==> src/rtl/bcd_pkg.sv <==
// Shared BCD constants and helpers for the counter and the 7-segment decoder stage.
package bcd_pkg;

  localparam int unsigned BCD_W       = 4;
  localparam logic [3:0]  BCD_MAX     = 4'd9;
  localparam logic [3:0]  BCD_ZERO    = 4'd0;
  localparam int unsigned DIV_DEFAULT = 50_000_000;

  // Clamp a raw nibble into the legal BCD range so downstream decoders never see 10..15.
  function automatic logic [BCD_W-1:0] bcd_sat(input logic [BCD_W-1:0] v);
    return (v > BCD_MAX) ? BCD_MAX : v;
  endfunction

endpackage

==> src/rtl/digito_bcd.sv <==
// One BCD digit of the cascade: up/down step on cin, saturating load, wrap flag out.
module digito_bcd
  import bcd_pkg::*;
(
  input  logic             clk_i,
  input  logic             reset_i,
  input  logic             load_i,
  input  logic [BCD_W-1:0] load_val_i,
  input  logic             up_i,
  input  logic             cin_i,
  output logic [BCD_W-1:0] digit_o,
  output logic             cout_c_o
);

  logic [BCD_W-1:0] digit_q;
  logic [BCD_W-1:0] digit_d;
  logic             wrap_c;

  // Load wins over counting; cout only fires when this digit actually steps across its limit.
  always_comb begin
    digit_d  = digit_q;
    wrap_c   = 1'b0;
    cout_c_o = 1'b0;
    if (load_i) begin
      digit_d = bcd_sat(load_val_i);
    end else if (cin_i) begin
      if (up_i) begin
        wrap_c  = (digit_q == BCD_MAX);
        digit_d = wrap_c ? BCD_ZERO : digit_q + BCD_W'(1);
      end else begin
        wrap_c  = (digit_q == BCD_ZERO);
        digit_d = wrap_c ? BCD_MAX : digit_q - BCD_W'(1);
      end
      cout_c_o = wrap_c;
    end
  end

  always_ff @(posedge clk_i) begin
    if (reset_i) begin
      digit_q <= BCD_ZERO;
    end else begin
      digit_q <= digit_d;
    end
  end

  assign digit_o = digit_q;

endmodule

==> src/rtl/contador_bcd.sv <==
// Multi-digit BCD up/down counter driven by a prescaler tick or a single-step edge,
// with saturating parallel load and a one-cycle wrap pulse.
module contador_bcd
  import bcd_pkg::*;
#(
  parameter int unsigned DIV  = DIV_DEFAULT,
  parameter int unsigned NDIG = 4
) (
  input  logic                  CLOCK_50,
  input  logic                  reset,
  input  logic                  en,
  input  logic                  up,
  input  logic                  load,
  input  logic [BCD_W*NDIG-1:0] load_val,
  input  logic                  step,
  output logic [BCD_W*NDIG-1:0] bcd,
  output logic                  tick,
  output logic                  carry
);

  localparam int unsigned   PW         = (DIV > 1) ? $clog2(DIV) : 1;
  localparam logic [PW-1:0] PRESC_LAST = PW'(DIV - 1);

  logic [PW-1:0] presc_q;
  logic [PW-1:0] presc_d;
  logic          tick_q;
  logic          tick_d;
  logic          carry_q;
  logic          carry_d;
  logic          step_q;

  logic          presc_wrap_c;
  logic          step_rise_c;
  logic          count_c;
  logic [NDIG:0] chain_c;

  assign presc_wrap_c = (presc_q == PRESC_LAST);
  assign step_rise_c  = step & ~step_q;

  // A tick and a step edge in the same cycle merge into a single count event.
  always_comb begin
    presc_d = presc_q;
    tick_d  = 1'b0;
    count_c = 1'b0;
    carry_d = 1'b0;
    if (load) begin
      presc_d = '0;
    end else begin
      if (en) begin
        presc_d = presc_wrap_c ? '0 : presc_q + PW'(1);
        tick_d  = presc_wrap_c;
      end
      count_c = (presc_wrap_c & en) | step_rise_c;
      carry_d = chain_c[NDIG];
    end
  end

  assign chain_c[0] = count_c;

  for (genvar i = 0; i < NDIG; i++) begin : g_dig
    digito_bcd u_dig (
      .clk_i      (CLOCK_50),
      .reset_i    (reset),
      .load_i     (load),
      .load_val_i (load_val[BCD_W*i +: BCD_W]),
      .up_i       (up),
      .cin_i      (chain_c[i]),
      .digit_o    (bcd[BCD_W*i +: BCD_W]),
      .cout_c_o   (chain_c[i+1])
    );
  end

  always_ff @(posedge CLOCK_50) begin
    if (reset) begin
      presc_q <= '0;
      tick_q  <= 1'b0;
      carry_q <= 1'b0;
      step_q  <= 1'b0;
    end else begin
      presc_q <= presc_d;
      tick_q  <= tick_d;
      carry_q <= carry_d;
      step_q  <= step;
    end
  end

  assign tick  = tick_q;
  assign carry = carry_q;

endmodule

==> config.mk <==
export PLATFORM = sky130hd
export DESIGN_NAME = contador_bcd
export DESIGN_NICKNAME = d
export VERILOG_FILES = /design/src/rtl/bcd_pkg.sv /design/src/rtl/digito_bcd.sv /design/src/rtl/contador_bcd.sv
export SDC_FILE = /design/constraint.sdc
export NUM_CORES = 1
export LEC_CHECK = 0
export CORE_MARGIN = 2
export CORE_UTILIZATION = 55
export DETAILED_ROUTE_END_ITERATION = 10
export PLACE_DENSITY_LB_ADDON = 0.25
export SETUP_SLACK_MARGIN = 0.5
export SYNTH_ARGS = -nofsm -noshare
export SYNTH_HDL_FRONTEND = slang
export SYNTH_SLANG_ARGS = --single-unit
==> constraint.sdc <==
create_clock -name CLOCK_50 -period 2.5 [get_ports CLOCK_50]
set_input_delay 0.625 -clock CLOCK_50 [delete_from_list [all_inputs] [get_ports CLOCK_50]]
set_output_delay 0.625 -clock CLOCK_50 [all_outputs]
set_load 0.02 [all_outputs]
# After elaboration in Yosys (flattened, before gate mapping)
# Index checks and enable logic that the tools add are counted.
[word_totals] register_bits=45 latch_bits=0 out_inout_bits=18 mem_bits_rw=0 mem_count=0 rom_bits=0 input_bits=22
[classes] bitwise_logic=6 n_shift=0 reduce_logical=11 div_mod_pow=0 mux=36 add_sub_neg=9 n_lt_le_gt_ge=4 n_mul=0 n_eq_ne=5
[op_table] operator="$mux 4" count=24
[op_table] operator="$add 26x1->26 const B" count=1
[op_table] operator="$eq 26x26->1 const B" count=1
[op_table] operator="$mux 26" count=1
[op_table] operator="$add 4x1->4 const B" count=4
[op_table] operator="$eq 4x4->1 const B" count=4
[op_table] operator="$gt 4x4->1 const B" count=4
[op_table] operator="$logic_not 4->1" count=4
[op_table] operator="$sub 4x1->4 const B" count=4
[op_table] operator="$mux 1" count=11
[op_table] operator="$reduce_bool 2->1" count=4
[op_table] operator="$reduce_or 3->1" count=2
[op_table] operator="$not 1->1" count=3
[op_table] operator="$and 1x1->1" count=2
[op_table] operator="$reduce_or 2->1" count=1
[op_table] operator="$or 1x1->1" count=1

# Logic depth before layout (Yosys ltp)
# Gate-level depths: netlist (run 1).
[depth] word_depth=12 mapped_depth=7 depth_no_buf=6

# Modules after synthesis
# Synthesis (run 1) repeated with hierarchy kept, for this count alone.
[unflattened] cells_unflattened=337 area_unflattened_um2=2720.1
[modules_own_cells] mod="contador_bcd" instances=1 cells_per_inst=157 area_per_inst_um2=1363.8 seq_area_each_um2=580.6
[modules_own_cells] mod="digito_bcd" instances=4 cells_per_inst=45 area_per_inst_um2=339.1 seq_area_each_um2=80.1

# Worst setup path before layout (run 1)
# No wires, ideal clock.
[synth_timing] kind="input -> register" from="in up" to="reg g_dig[3].u_dig.digit_q[1]" setup_slack_ps=471 arrival_ps=1925 path_stages=5 n_path_buf=0 required_time_ps=2397 path_cell_list="or3_4 a2111oi_4 nand3_1 nand2b_4 a2111oi_2"
[synth_between] elab_chain_cells=8 word_cells_on_any_way=13 cone_classes="12 x mux; 1 x reduce/logical"
[synth_rtl] element="start, declared" line_no="contador_bcd.sv:12" rtl="input logic up,"
[synth_rtl] element="$mux 1" line_no="digito_bcd.sv:27" rtl="if (up_i) begin"
[synth_rtl] element="$mux 1" line_no="digito_bcd.sv:26" rtl="end else if (cin_i) begin"
[synth_rtl] element="$mux 1" line_no="digito_bcd.sv:24" rtl="if (load_i) begin"
[synth_rtl] element="$mux 1" line_no="digito_bcd.sv:26"
[synth_rtl] element="$mux 1" line_no="digito_bcd.sv:24"
[synth_rtl] element="$mux 1" line_no="digito_bcd.sv:26"
[synth_rtl] element="$mux 1" line_no="digito_bcd.sv:24"
[synth_rtl] element="$reduce_bool 2->1 (no line)"
[synth_rtl] element="end signal, assigned" line_no="digito_bcd.sv:42" rtl="digit_q <= digit_d;"
[synth_rtl] element="end, declared" line_no="digito_bcd.sv:15" rtl="logic [BCD_W-1:0] digit_q;"
# Several ways; a longest one is shown, not always the timed one. The select of a mux whose other input is x is not followed.
# A chain may end at the register's enable or synchronous reset.

# Worst setup path in the final report (run 1)
[layout_timing] from="in up" to="reg g_dig[2].u_dig.digit_q[2]"
[layout_between] elab_chain_cells=6 word_cells_on_any_way=10 cone_classes="9 x mux; 1 x reduce/logical"
[layout_rtl] element="$mux 1" line_no="digito_bcd.sv:27"
[layout_rtl] element="$mux 1" line_no="digito_bcd.sv:26"
[layout_rtl] element="$mux 1" line_no="digito_bcd.sv:24"
[layout_rtl] element="$mux 1" line_no="digito_bcd.sv:26"
[layout_rtl] element="$mux 1" line_no="digito_bcd.sv:24"
[layout_rtl] element="$reduce_bool 2->1 (no line)"
[layout_rtl] element="end signal, assigned" line_no="digito_bcd.sv:42"
[layout_rtl] element="end, declared" line_no="digito_bcd.sv:15"
# Several ways; a longest one is shown, not always the timed one. The select of a mux whose other input is x is not followed.

==> run summary, run 1 <==
================================================================================
CTS buffer count                                                               5
Largest fanout on the critical path                                           11
Number of antenna-violating nets in the routed design                          0
Fmax                                                                     489 MHz
Final critical delay including setup and external delays                 2.04 ns
Placer Congestion                                                          0.858
Post-synth EDFFs                                                               0
Final Hold Fails                                                               0
Mapped Nets                                                                  380
Clock transition at the registers of the reported paths                  0.08 ns
Setup tns final                                                             0 ns
Violation count after the first detailed-route iteration                     252
Total design power                                                       1670 uW
Worst slack on hold paths                                               0.537 ns
Finish-stage setup viols                                                       0
Via count                                                                   2790
Number of cells on the worst reg-to-reg path                                   5
Post-DR wirelength/cell                                                  15.3 um
Post-detailed-placement half-perimeter wirelength                        4.67 mm
Count of cells along the worst hold path                                       2
Post-synthesis cell count                                                    357
Worst clock skew on the final layout                                  0.00674 ns
Fraction of final layout cells sized beyond drive strength 1               18.2%
Worst path arrival time                                                  2.26 ns
Crit end category                                                      flip-flop
Total power divided by cell area                                     468 nW/um^2
Maximum buffer depth of the clock tree                                         2
Total standard cell area after synthesis                               2790 um^2
Fraction of the yosys area taken by sequential cells                       32.3%
Clock insertion delay at the later pin of the skew report                0.30 ns
Number of global-route vias before repair                                   2533
Pin count of the biggest net entering global routing                          26
Vertical die dimension                                                   75.2 um
DRT Wirelength                                                           7.23 mm
Fraction of synthesized cell area taken by the top area cell type          32.3%
Final clock period utilization by the worst path                           81.8%
Number of levels in the clock H-tree                                           2
Critical path start-end classification                                    in2reg
Area of the die                                                        5650 um^2
GRT Util Overall                                                           26.1%
Congestion Overflow GR                                                         0
CTS Root Cell                                                           clkbuf_8
Flops & latches, synth                                                        45
Number of buffers inserted by port buffering                                  39
First-pass GRT wire length                                               11.5 mm
Leak pwr                                                              0.00133 uW
Buf/Inv on CP                                                                  2
# fillers                                                                    370
Data required, critical path                                             2.72 ns
Total of warnings raised by yosys                                              0
Number of antenna violations at the first check in global routing              0
Clk sink count                                                                45
Number of placed instances with taps included                                456
Syn_area_per_cell                                                      7.81 um^2
Crit path cell chain                                                buf_2 -> buf_6 -> nor3_1 -> o21a_1 -> nand2_2 -> or4_1 -> a31oi_1
First-pass detailed-route iteration total                                      4
Critical hold path startpoint                                       presc_q[23]$_SDFFE_PP0P_
Unrepaired setup endpoints after global routing                             true
Status                                                              finished, final reports clean
Synth async-reset ratio                                                       0%
Kind of cell with the highest combined delay on the critical path   simple AND/OR/NAND/NOR gates
Hold worst-path end                                                 presc_q[23]$_SDFFE_PP0P_
Number of nets in the finished design                                        428
Core utilization of the finished layout                                    74.3%
Largest area contributor in the netlist                                  dfxtp_1
Post-layout instance count excluding filler cells                            473
Startpoint type of the worst setup path                                input pin
End of the worst register-to-register path                          g_dig[2].u_dig.digit_o[2]$_SDFFE_PP0P_
Area growth from synthesis to layout                                       28.4%
Slew Limit Fails                                                               0
Primary flip-flop cell chosen by synthesis mapping                       dfxtp_1
Std-Cell Rows                                                                 25
Chip width                                                               75.2 um
Via-per-instance ratio                                                      5.90
VDD IR-drop max                                                         0.604 mV
Classification of the worst-slack hold path                              reg2reg
Starting density of the core                                               57.8%
Relative max-transition margin                                             68.6%
R2r setup slk                                                            0.46 ns
Count of boundary I/O pins                                                    40
Biggest cell delay along the critical path                               0.52 ns
Hold-fix buffers at CTS                                                        0
Core footprint                                                         4820 um^2
Slowest cell on the critical path                                          or4_1
Area contributors post-synth                                        dfxtp_1, xnor2_1, nor2_1
Number of maximum-capacitance constraint violations                            0
Clock tree from TritonCTS                                                   done
Actual transition at the worst max-transition pin                       0.466 ns
Distinct cell type count after synthesis                                      60
Post-route DRC violation count                                                 0
Startpoint of the worst register-to-register path                   presc_q[19]$_SDFFE_PP0P_
Number of diodes                                                               0
================================================================================
[report_power, final]
| group | leakage, uW | switching [uW] | internal (uW) |
|---|---|---|---|
| clock network | 0.0000585 | 250 | 326 |
| logic | 0.000896 | 160 | 153 |
| registers | 0.000371 | 47.4 | 738 |
[worst reg2reg max path, delay by kind of cell (launching register included)]
family / cells / cell delay [ns]
flops: 1 / 0.42
simple gates: 3 / 1.25
compound gates: 2 / 0.30
[worst max-delay path by stage]
| stage | end | slack, ns | depth (start not counted) | start |
|---|---|---|---|---|
| after CTS | bcd[12] | 0.50 | 1 | g_dig[3].u_dig.digit_o[0]$_SDFFE_PP0P_ |
| after floorplan | g_dig[3].u_dig.digit_o[1]$_SDFFE_PP0P_ | 0.47 | 5 | up |
| after global routing | g_dig[2].u_dig.digit_o[2]$_SDFFE_PP0P_ | 0.36 | 7 | up |
| after global placement | g_dig[3].u_dig.digit_o[0]$_SDFFE_PP0P_ | -0.14 | 7 | up |
| after detailed placement | g_dig[2].u_dig.digit_o[2]$_SDFFE_PP0P_ | -0.25 | 7 | up |
| final | g_dig[2].u_dig.digit_o[2]$_SDFFE_PP0P_ | 0.46 | 7 | up |
[layout make-up]
type	instances	area (um^2)	share of cell area, %
clock inverter	1	30.0	0.839
tap	67	83.8	2.34
multi-input combinational	272	1790	50.1
clock buffer	7	86.3	2.41
inverter	11	41.3	1.15
timing repair buffer	70	627	17.5
sequential	45	916	25.6
[stage by stage]
stage	setup slack [ns]	instance area [um^2]
final	0.456	3580
after global routing	0.361	3580
after CTS	0.504	3470
after detailed placement	-0.245	3300
after global placement	-0.137	3300
after floorplan	0.471	2790
[what timing repair did]
action / CTS / global route
pin swaps: 4 / 4
gates cloned: 1 / 0
setup endpoints to repair: 45 / 20
buffers inserted: 2 / 6
gates resized for setup: 35 / 17
[flip-flops by register name, indices dropped and copies added, names as in the netlist]
name                 cells
tick                     1
carry                    1
step_q                   1
presc_q                 26
g_dig.u_dig.digit_o     16
[metal layers]
| layer | vias to the layer above | GRT usage (%) | routed length, um |
|---|---|---|---|
| li1 | 1373 | - | - |
| met1 | 1307 | 35.6 | 3220 |
| met2 | 102 | 41.1 | 3450 |
| met3 | 8 | 4.69 | 469 |
| met4 | 0 | 10.1 | 86 |
| met5 | - | 0 | 0 |
[cell usage after synthesis (all sizes together), types with 3 or more instances]
| cell | instances |
|---|---|
| nor4 | 10 |
| and3 | 5 |
| clkbuf | 18 |
| nor3 | 15 |
| a21oi | 11 |
| or2 | 3 |
| or3 | 5 |
| nor2b | 5 |
| xor2 | 7 |
| a31oi | 7 |
| nand4 | 6 |
| o21a | 3 |
| a2111oi | 4 |
| nand2b | 4 |
| nand3 | 14 |
| xnor2 | 25 |
| inv | 11 |
| nand2 | 25 |
| buf | 11 |
| nor2 | 54 |
| and4 | 5 |
| o21ai | 20 |
| a311oi | 5 |
| o211ai | 3 |
| dfxtp | 45 |
[cells in the final DEF (no fill, tap or decap), types with 3 or more instances in the layout]
cell type / n
buf_4: 27
nor2_1: 54
nor2b_1: 4
dfxtp_2: 12
o211ai_1: 3
o21ai_0: 20
nand3_1: 13
dlygate4sd2_1: 13
a31oi_1: 7
nor3_1: 13
nand4_1: 6
a21oi_1: 11
nand2b_1: 3
and4_1: 4
dlymetal6s2s_1: 3
nor4_1: 7
o21a_1: 3
or3_1: 4
or2_2: 3
a311oi_1: 5
clkdlybuf4s50_1: 21
dfxtp_1: 33
clkbuf_8: 6
xnor2_1: 25
inv_1: 11
and3_1: 5
xor2_1: 7
nand2_1: 24
[cells by family (layout without fill, tap and decap cells)]
| logic type | after synthesis | in the layout | share of synthesized area (%) |
|---|---|---|---|
| XOR/XNOR | 32 | 32 | 10.1 |
| AND/OR/NAND/NOR | 167 | 167 | 32.1 |
| multiplexers | 2 | 2 | 0.718 |
| AO/OA/AOI/OAI | 70 | 70 | 18.0 |
| adder cells (fa/ha/maj) | 1 | 1 | 0.449 |
| buffers and inverters | 40 | 89 | 6.38 |
| flip-flops | 45 | 45 | 32.3 |
Note: power is estimated with default switching activity, not from simulation.
==> inputs of run 2 (changes only) <==
--- a/config.mk
+++ b/config.mk
@@ -6,7 +6,7 @@
 export NUM_CORES = 1
 export LEC_CHECK = 0
 export CORE_MARGIN = 2
-export CORE_UTILIZATION = 55
+export CORE_UTILIZATION = 49
 export DETAILED_ROUTE_END_ITERATION = 10
 export PLACE_DENSITY_LB_ADDON = 0.25
 export SETUP_SLACK_MARGIN = 0.5
==> constraint.sdc (replaced) <==
create_clock -name CLOCK_50 -period 1.88 [get_ports CLOCK_50]
set_input_delay 0.47 -clock CLOCK_50 [delete_from_list [all_inputs] [get_ports CLOCK_50]]
set_output_delay 0.47 -clock CLOCK_50 [all_outputs]
set_load 0.02 [all_outputs]
==> run 2 against run 1 <==
Effect of this change:
- the flow now finishes with violations (negative setup slack)
- largest power group unchanged
- critical path depth is 2 lower
- global-route usage is 3.1 points higher
- critical endpoint unchanged
- clock skew increased by 0.0024 ns
- hold slack better by 0.0022 ns
==> run summary, run 2 (synthesized netlist as in run 1, its figures left out) <==
=====================================================================================
Status                                                                   complete, but fails checks
Failing checks                                                           negative setup slack
# fillers                                                                         270
Most frequent standard cell in the layout excluding fill and tap cells          buf_4
Setup tns final                                                             -0.235 ns
Fraction of final layout cells sized beyond drive strength 1                    48.1%
Final Hold Fails                                                                    0
Number of antenna violations at the first check in global routing                   0
Classification of the worst-slack hold path                                   reg2reg
Number of buffers inserted by port buffering                                       39
Net switching component of the power                                           720 uW
Number of cells on the worst reg-to-reg path                                        5
Clk sink count                                                                     45
Via-per-instance ratio                                                           6.14
Hold-fix buffers at CTS                                                             0
Vertical die dimension                                                        79.4 um
Startpoint of the worst register-to-register path                        presc_q[24]$_SDFFE_PP0P_
Number of antenna-violating nets in the routed design                               0
Part of the total power dissipated in the clock network                         27.7%
Congestion Overflow GR                                                              0
Number of placed instances with taps included                                     491
Final WS setup                                                             -0.0601 ns
Reg area                                                                     980 um^2
Crit end category                                                           flip-flop
Most used cells in the layout excluding fill and tap cells               buf_4, nor2_1, buf_6
Relative max-transition margin                                                  52.5%
Slew Limit Fails                                                                    0
Area growth from synthesis to layout                                            64.0%
Final critical delay including setup and external delays                      1.94 ns
GRT Util Overall                                                                29.2%
Worst clock skew on the final layout                                       0.00918 ns
Net switching fraction of the power                                             32.1%
Leak pwr                                                                   0.00178 uW
Post-route DRC violation count                                                      0
Number of global-route vias before repair                                        2957
Data required, critical path                                                  2.12 ns
Combinational fraction of design power                                          27.1%
Maximum buffer depth of the clock tree                                              2
Multi-input combinational cell area                                         2220 um^2
Number of levels in the clock H-tree                                                2
R2r setup slk                                                                -0.06 ns
Critical path start-end classification                                        reg2reg
Placer Congestion                                                               0.867
Clock insertion delay at the later pin of the skew report                     0.32 ns
Clock tree from TritonCTS                                                        done
Startpoint type of the worst setup path                                     flip-flop
Number of diodes                                                                    0
Violation count after the first detailed-route iteration                          288
Sequential share of power                                                       45.2%
Number of nets in the finished design                                             486
Post-layout instance count excluding filler cells                                 536
Total power divided by cell area                                          490 nW/um^2
Finish-stage setup viols                                                            5
Unrepaired setup endpoints after global routing                                  true
Post-detailed-placement half-perimeter wirelength                             5.19 mm
Post-DR wirelength/cell                                                       20.0 um
CTS buffer count                                                                    5
Actual transition at the worst max-transition pin                            0.708 ns
Starting density of the core                                                    50.6%
Count of cells along the worst hold path                                            2
Area of the die                                                             6310 um^2
End of the worst register-to-register path                               g_dig[2].u_dig.digit_o[2]$_SDFFE_PP0P_
Fmax                                                                          515 MHz
Std-Cell Rows                                                                      27
Pin count of the biggest net entering global routing                               17
Clock transition at the registers of the reported paths                       0.09 ns
First-pass detailed-route iteration total                                           5
Number of maximum-capacitance constraint violations                                 0
P_int                                                                         1520 uW
Chip width                                                                    79.4 um
VDD IR-drop max                                                              0.596 mV
Worst path arrival time                                                       2.18 ns
DRT Wirelength                                                                10.7 mm
Final clock period utilization by the worst path                                 103%
CTS Root Cell                                                                clkbuf_8
Core footprint                                                              5510 um^2
Most flop-heavy register                                                      presc_q
Hold worst-path end                                                      presc_q[17]$_SDFFE_PP0P_
Critical hold path startpoint                                            presc_q[17]$_SDFFE_PP0P_
Count of boundary I/O pins                                                         40
Via count                                                                        3290
First-pass GRT wire length                                                    14.4 mm
Number of flip-flops under the largest register name                               26
Largest fanout on the critical path                                                 5
=====================================================================================
==> run 2: power groups by stage <==
| stage | Clock, uW | Sequential [uW] | Combinational (uW) |
|---|---|---|---|
| after floorplan | 0 | 1050 | 275 |
| after global placement | 0 | 1040 | 459 |
| after detailed placement | 0 | 1040 | 467 |
| after CTS | 595 | 1020 | 510 |
| after global routing | 650 | 1020 | 640 |
| final | 620 | 1010 | 607 |
==> run 2: what timing repair did <==
item                                    in CTS  in global routing
pin swaps                                   24                 29
gates cloned                                 1                  1
endpoints found under the setup margin      61                 55
setup buffers                               18                 17
gates resized for setup                    163                 58
==> run 2: stage by stage <==
step	total power, uW	instance area, um^2	hold slack [ns]	setup slack [ns]	utilization [%]
after floorplan	1320	3030	0.468	-0.00148	-
after global placement	1500	3700	0.487	-0.521	67.2
after detailed placement	1510	3700	0.509	-0.593	67.2
after CTS	2120	4240	0.529	-0.00903	77.0
after global routing	2310	4570	0.559	-0.114	83.0
final	2240	4570	0.540	-0.0601	83.0
==> run 2: worst max-delay path, stage by stage (launching register included) <==
cell and delay, ns:
dfxtp_2 0.36, nor4bb_4 0.34, and4_4 0.35, a21boi_4 0.09, or4_1 0.53, a31oi_1 0.18
==> run 2: worst max path at each step <==
stage                                           startpoint                                     end  slack (ns)  depth (start not counted)
finish                            presc_q[24]$_SDFFE_PP0P_  g_dig[2].u_dig.digit_o[2]$_SDFFE_PP0P_       -0.06                          5
global route        g_dig[1].u_dig.digit_o[0]$_SDFFE_PP0P_  g_dig[2].u_dig.digit_o[2]$_SDFFE_PP0P_       -0.11                          5
CTS                 g_dig[2].u_dig.digit_o[3]$_SDFFE_PP0P_  g_dig[3].u_dig.digit_o[1]$_SDFFE_PP0P_      -0.009                          5
detailed placement                                      up  g_dig[3].u_dig.digit_o[1]$_SDFFE_PP0P_       -0.59                          6
global placement                                        up  g_dig[3].u_dig.digit_o[1]$_SDFFE_PP0P_       -0.52                          6
floorplan           g_dig[1].u_dig.digit_o[3]$_SDFFE_PP0P_  g_dig[2].u_dig.digit_o[2]$_SDFFE_PP0P_      -0.001                          6
==> run 2: area by class of cell <==
type	instances	share of cell area (%)
Multi-Input combinational cell	273	48.5
Timing Repair Buffer	127	25.4
Sequential cell	45	21.4
Tap cell	72	1.97
Clock buffer	6	1.59
Inverter	11	0.903
Clock inverter	2	0.219
==> run 2: metal layers <==
layer | wire, um | part of all wire, % | global-route usage, % | vias up
met4 | 486 | 4.5 | 9.31 | 0
met2 | 5170 | 48 | 49.7 | 169
met5 | 0 | 0 | 0 | -
li1 | - | - | - | 1487
met3 | 690 | 6.4 | 5.20 | 56
met1 | 4380 | 41 | 37.5 | 1578
==> inputs of run 3 (changes only) <==
--- a/config.mk
+++ b/config.mk
@@ -5,8 +5,10 @@
 export SDC_FILE = /design/constraint.sdc
 export NUM_CORES = 1
 export LEC_CHECK = 0
+export ABC_CLOCK_PERIOD_IN_PS = 1880
 export CORE_MARGIN = 2
 export CORE_UTILIZATION = 49
+export CTS_CLUSTER_SIZE = 16
 export DETAILED_ROUTE_END_ITERATION = 10
 export PLACE_DENSITY_LB_ADDON = 0.25
 export SETUP_SLACK_MARGIN = 0.5
==> results of run 3 <==
No change in the layout: final DEF, timing and power equal those of run 2.
==> patch 1, RTL diff (settings of run 1) <==
Make the reset (`reset` and `reset_i`) asynchronous in 2 clocked blocks.
--- a/src/rtl/digito_bcd.sv
+++ b/src/rtl/digito_bcd.sv
@@ -37,3 +37,3 @@
 
-  always_ff @(posedge clk_i) begin
+  always_ff @(posedge clk_i or posedge reset_i) begin
     if (reset_i) begin
--- a/src/rtl/contador_bcd.sv
+++ b/src/rtl/contador_bcd.sv
@@ -72,3 +72,3 @@
 
-  always_ff @(posedge CLOCK_50) begin
+  always_ff @(posedge CLOCK_50 or posedge reset) begin
     if (reset) begin
Behaviour: differs if reset is asserted again (counterexample within 4 cycles, from zero or initial values and one cycle with reset high); with reset held inactive, the same outputs for 10 cycles.
==> patch 1 against run 1 <==
Critical path depth did not move. Total power up 15%. Area after synthesis increased by 10%. Sequential share of layout area increased by 2.8 points. Wire length rose by 1.7%. Worst setup slack worse by 0.13 ns. Non-clock buffer count up 13. Cell area rose by 12%. Register-to-register slack worse by 0.12 ns. Clock skew grew 0.0045 ns. Sequential cell count unchanged. Maximum frequency decreased by 5.9%. Hold slack better by 0.038 ns. Critical path type unchanged. Largest cell class unchanged.
==> patch 1: results (changes against run 1) <==
Ys Warns=0 (unchanged); largest net degree at the start of global routing=27 (was 26); Finished Layout Cells=491 (was 473); drt wl/cell=14.96 µm (was 15.27 µm); PortBufs=39 (unchanged); first-pass GRT wire length=12170 µm (was 11520 µm); Seq/Total Area, Yosys=36.75% (was 32.33%); Critical Path Fanout Max=6 (was 11); Worst Hold Class=reg2reg (unchanged); Inst Count DP=468 (was 456); gpl congestion=0.8753 (was 0.8577); largest cells by area after synthesis=dfrtp_1, xnor2_1, nor2_1 (was dfxtp_1, xnor2_1, nor2_1); Largest register FFs=26 (unchanged); status=finished clean (unchanged); reg-to-reg startpoint=presc_q[0] (was presc_q[19]); DP Worst Slack=-0.2136 ns (was -0.2453 ns); Netlist cell types=64 (was 60); Synth Net Count=379 (was 380); Post-synth top cells=dfrtp_1, nor2_1, nand2_1 (was nor2_1, dfxtp_1, xnor2_1); hpwl dp=4985 µm (was 4671 µm); vias in the first global route=2737 (was 2533); NetSw=583.8 µW (was 456.9 µW); Vias/cell=5.935 (was 5.899); Cells after Synth=356 (was 357); Clock Skew=0.01122 ns (was 0.006737 ns); share of post-route cells with drive strength above 1=22.67% (was 18.23%); Relative slew margins=59.20% (was 68.59%); TritonRoute pass-1 iters=5 (was 4); Leakage=1.601 nW (was 1.325 nW); Hold Startpoint=presc_q[19] (was presc_q[23]); worst vdd ir=0.3259 mV (was 0.6044 mV); Starting DRT DRC Count=140 (was 252); TritonCTS Buffers=5 (unchanged); FFs w/ async S/R, synth=100.0% (was 0%); # nets final=441 (was 428); Biggest register=presc_q (unchanged); Root Driver=clkbuf_8 (unchanged); total track usage=24.48% (was 26.09%); CP startpoint=up (unchanged)
## patch 1: cell count changes after synthesis, sizes merged, moves of 4 or more
cell           run 1  this run
a31oi              7         3
dfxtp             45         0
nor2              54        42
dfrtp              0        45
a21oi             11        15
a311oi             5         0
o31ai              1         5
nand3             14        18
## patch 1: path summary, 6_finish.rpt
check,cells after the start,slack [ns],end
setup / recovery,7,0.33,g_dig[3].u_dig.digit_o[3]
hold / removal,2,0.58,presc_q[19]
setup reg to reg,7,0.34,g_dig[3].u_dig.digit_o[1]
hold reg to reg,2,0.58,presc_q[19]
max in group asynchronous,4,1.20,presc_q[21]
min in group asynchronous,2,0.62,presc_q[15]
## patch 1: kinds of logic (layout without fill, tap and decap cells)
kind of cell | Yosys count | after routing | synth area share (%)
xor+xnor | 30 | 30 | 8.575
compound gates | 79 | 79 | 20.01
fa+ha+maj | 1 | 1 | 0.4083
buf+inv | 41 | 104 | 5.512
flops | 45 | 45 | 36.75
mux | 7 | 7 | 2.409
simple gates | 153 | 153 | 26.34
## patch 1: metal layers
metal,share of wire [%],track usage (%),wire (µm),up-vias
met2,52,41.97,3798,65
met3,3.7,4.483,270,10
met4,1.4,8.421,104,0
met1,43,30.99,3173,1426
met5,0,0,0,-
li1,-,-,-,1413
## patch 1: final cells by class
cell class	count	area, µm²
Clock inverter	2	37.54
Inverter	13	48.80
Sequential cell	45	1139
Fill cell	424	1431
Tap cell	72	90.09
Timing Repair Buffer	83	754.5
Multi-Input combinational cell	270	1856
Clock buffer	6	82.58
## patch 1: what timing repair did
item / in CTS / in global routing
buffers inserted: 12 / 3
setup endpoints to repair: 57 / 40
pin swaps: 14 / 2
hold buffers: 0 / 0
gates resized for setup: 45 / 8
hold endpoints to repair: 0 / 0
gates cloned: 0 / 0
## patch 1: power groups by stage
stage | registers [mW] | clock network (mW) | logic, mW
floorplan | 0.841 | 0 | 0.304
global placement | 0.853 | 0 | 0.464
detailed placement | 0.855 | 0 | 0.474
CTS | 0.840 | 0.586 | 0.489
global route | 0.849 | 0.618 | 0.554
finish | 0.841 | 0.577 | 0.506
## patch 1: stage by stage
stage | hold slack (ns) | cell area, µm² | total power [mW]
floorplan | 0.5031 | 3099 | 1.145
global placement | 0.5272 | 3686 | 1.317
detailed placement | 0.5520 | 3686 | 1.329
CTS | 0.5718 | 3948 | 1.915
global route | 0.5873 | 4008 | 2.021
finish | 0.5750 | 4008 | 1.925
## patch 1: critical path, stage by stage
cell,delay [ns]
buf_8,0.10
or3_4,0.40
a2111oi_4,0.43
nand4_2,0.28
buf_6,0.19
o211ai_1,0.18
o311ai_1,0.14
==> patch 2, RTL diff (flow settings as in run 1) <==
Made on the original files. Set the parameter `NDIG` to 5 (it was 4).
--- a/src/rtl/contador_bcd.sv
+++ b/src/rtl/contador_bcd.sv
@@ -6,3 +6,3 @@
   parameter int unsigned DIV  = DIV_DEFAULT,
-  parameter int unsigned NDIG = 4
+  parameter int unsigned NDIG = 5
 ) (
Interface: changed (resized bcd and load_val); port bits go from 40 to 48. The function was not compared with the original's and may differ.
==> patch 2 against run 1 <==
Sequential share of layout area is 0.30 points higher. Worst setup slack better by 0.10 ns. Total power is 0.47% higher. Count of clock-buffer cells in the layout is 1 lower. Cell area is 9.2% higher. Wire length is 4.3% higher. Area after synthesis is 8.2% higher. Sequential cell count is 4 higher. Critical endpoint is now g_dig[4].u_dig.digit_o[1]. Highest routed layer unchanged.
==> patch 2: results (changes against run 1) <==
status=finished clean (unchanged); vias in the first global route=2604 (was 2533); Clock Skew=0.004984 ns (was 0.006737 ns); gpl congestion=0.8363 (was 0.8577); total track usage=24.26% (was 26.09%); Ys Warns=0 (unchanged); PortBufs=47 (was 39); Leakage=1.510 nW (was 1.325 nW); Starting DRT DRC Count=188 (was 252); Finished Layout Cells=519 (was 473); hpwl dp=5112 µm (was 4671 µm); Largest register FFs=26 (unchanged); crit path DAT=2.17 ns (was 2.26 ns); via count=3014 (was 2790); largest cells by area after synthesis=dfxtp_1, nor2_1, xor2_1 (was dfxtp_1, xnor2_1, nor2_1); Synth Net Count=416 (was 380); largest net degree at the start of global routing=30 (was 26); worst vdd ir=0.3050 mV (was 0.6044 mV); Seq/Total Area, Yosys=32.53% (was 32.33%); share of post-route cells with drive strength above 1=19.15% (was 18.23%); # nets final=475 (was 428); Relative slew margins=73.55% (was 68.59%); Placed Area=3652 µm² (was 3302 µm²); TritonRoute pass-1 iters=4 (unchanged); drt wl/cell=14.51 µm (was 15.27 µm); crit path max-delay cell type=or3_1 (was or4_1); Post-synth top cells=nor2_1, dfxtp_1, nand2_1 (was nor2_1, dfxtp_1, xnor2_1); Inst Count DP=502 (was 456); DP Worst Slack=-0.3467 ns (was -0.2453 ns); Critical Path Fanout Max=8 (was 11); Pwr per Cell Area=430.4 nW/µm² (was 467.9 nW/µm²)
patch 2: path summary, 6_finish.rpt:
| kind | endpoint | depth (start not counted) | slack (ns) | from |
|---|---|---|---|---|
| min | presc_q[25] | 2 | 0.54 | presc_q[25] |
| max reg2reg | g_dig[4].u_dig.digit_o[1] | 6 | 0.56 | g_dig[1].u_dig.digit_o[3] |
| min reg2reg | presc_q[25] | 2 | 0.54 | presc_q[25] |
| max | g_dig[4].u_dig.digit_o[1] | 7 | 0.56 | up |
patch 2: layout make-up:
class	count	share of cell area [%]
Clock buffer	6	1.857
Inverter	10	1.057
Multi-Input combinational cell	302	49.92
Sequential cell	49	25.90
Timing Repair Buffer	80	18.64
Tap cell	70	2.241
Clock inverter	2	0.3842
patch 2: logic make-up (layout without fill, tap and decap cells):
kind of cell	Yosys count	after routing	share of synthesized area (%)
compound gates	80	80	17.93
flops	49	49	32.53
simple gates	173	173	29.21
buf+inv	38	98	5.311
xor+xnor	36	36	10.46
mux	12	12	4.149
fa+ha+maj	1	1	0.4149
patch 2: worst register-to-register path: cells and delay by family, from the launching register on:
kind,cells,cell delay (ns)
AO/OA/AOI/OAI,2,0.40
buffers and inverters,1,0.20
flip-flops,1,0.37
AND/OR/NAND/NOR,3,0.90
patch 2: power breakdown:
part | switching [mW] | leakage (nW) | internal, mW
logic | 0.176 | 1.06 | 0.177
registers | 0.0501 | 0.408 | 0.804
clock network | 0.277 | 0.0374 | 0.198
patch 2: what timing repair did:
action                                  4_1_cts  5_1_grt
pin swaps                                     5        8
gates resized for setup                      44       25
setup buffers                                 4        5
endpoints found under the setup margin       51       19
patch 2: per-stage QoR:
stage          setup TNS, ns  hold slack (ns)
6_report                   0           0.5437
2_1_floorplan              0           0.4706
3_5_place_dp          -2.895           0.5036
3_3_place_gp          -1.774           0.4935
5_1_grt                    0           0.5681
4_1_cts                    0           0.5404
patch 2: layer usage:
| layer | GRT usage [%] | share of wire, % | vias up |
|---|---|---|---|
| met4 | 6.316 | 1.1 | 0 |
| met1 | 36.05 | 48 | 1395 |
| met5 | 0 | 0 | - |
| li1 | - | - | 1502 |
| met2 | 36.38 | 46 | 108 |
| met3 | 4.138 | 5.5 | 9 |
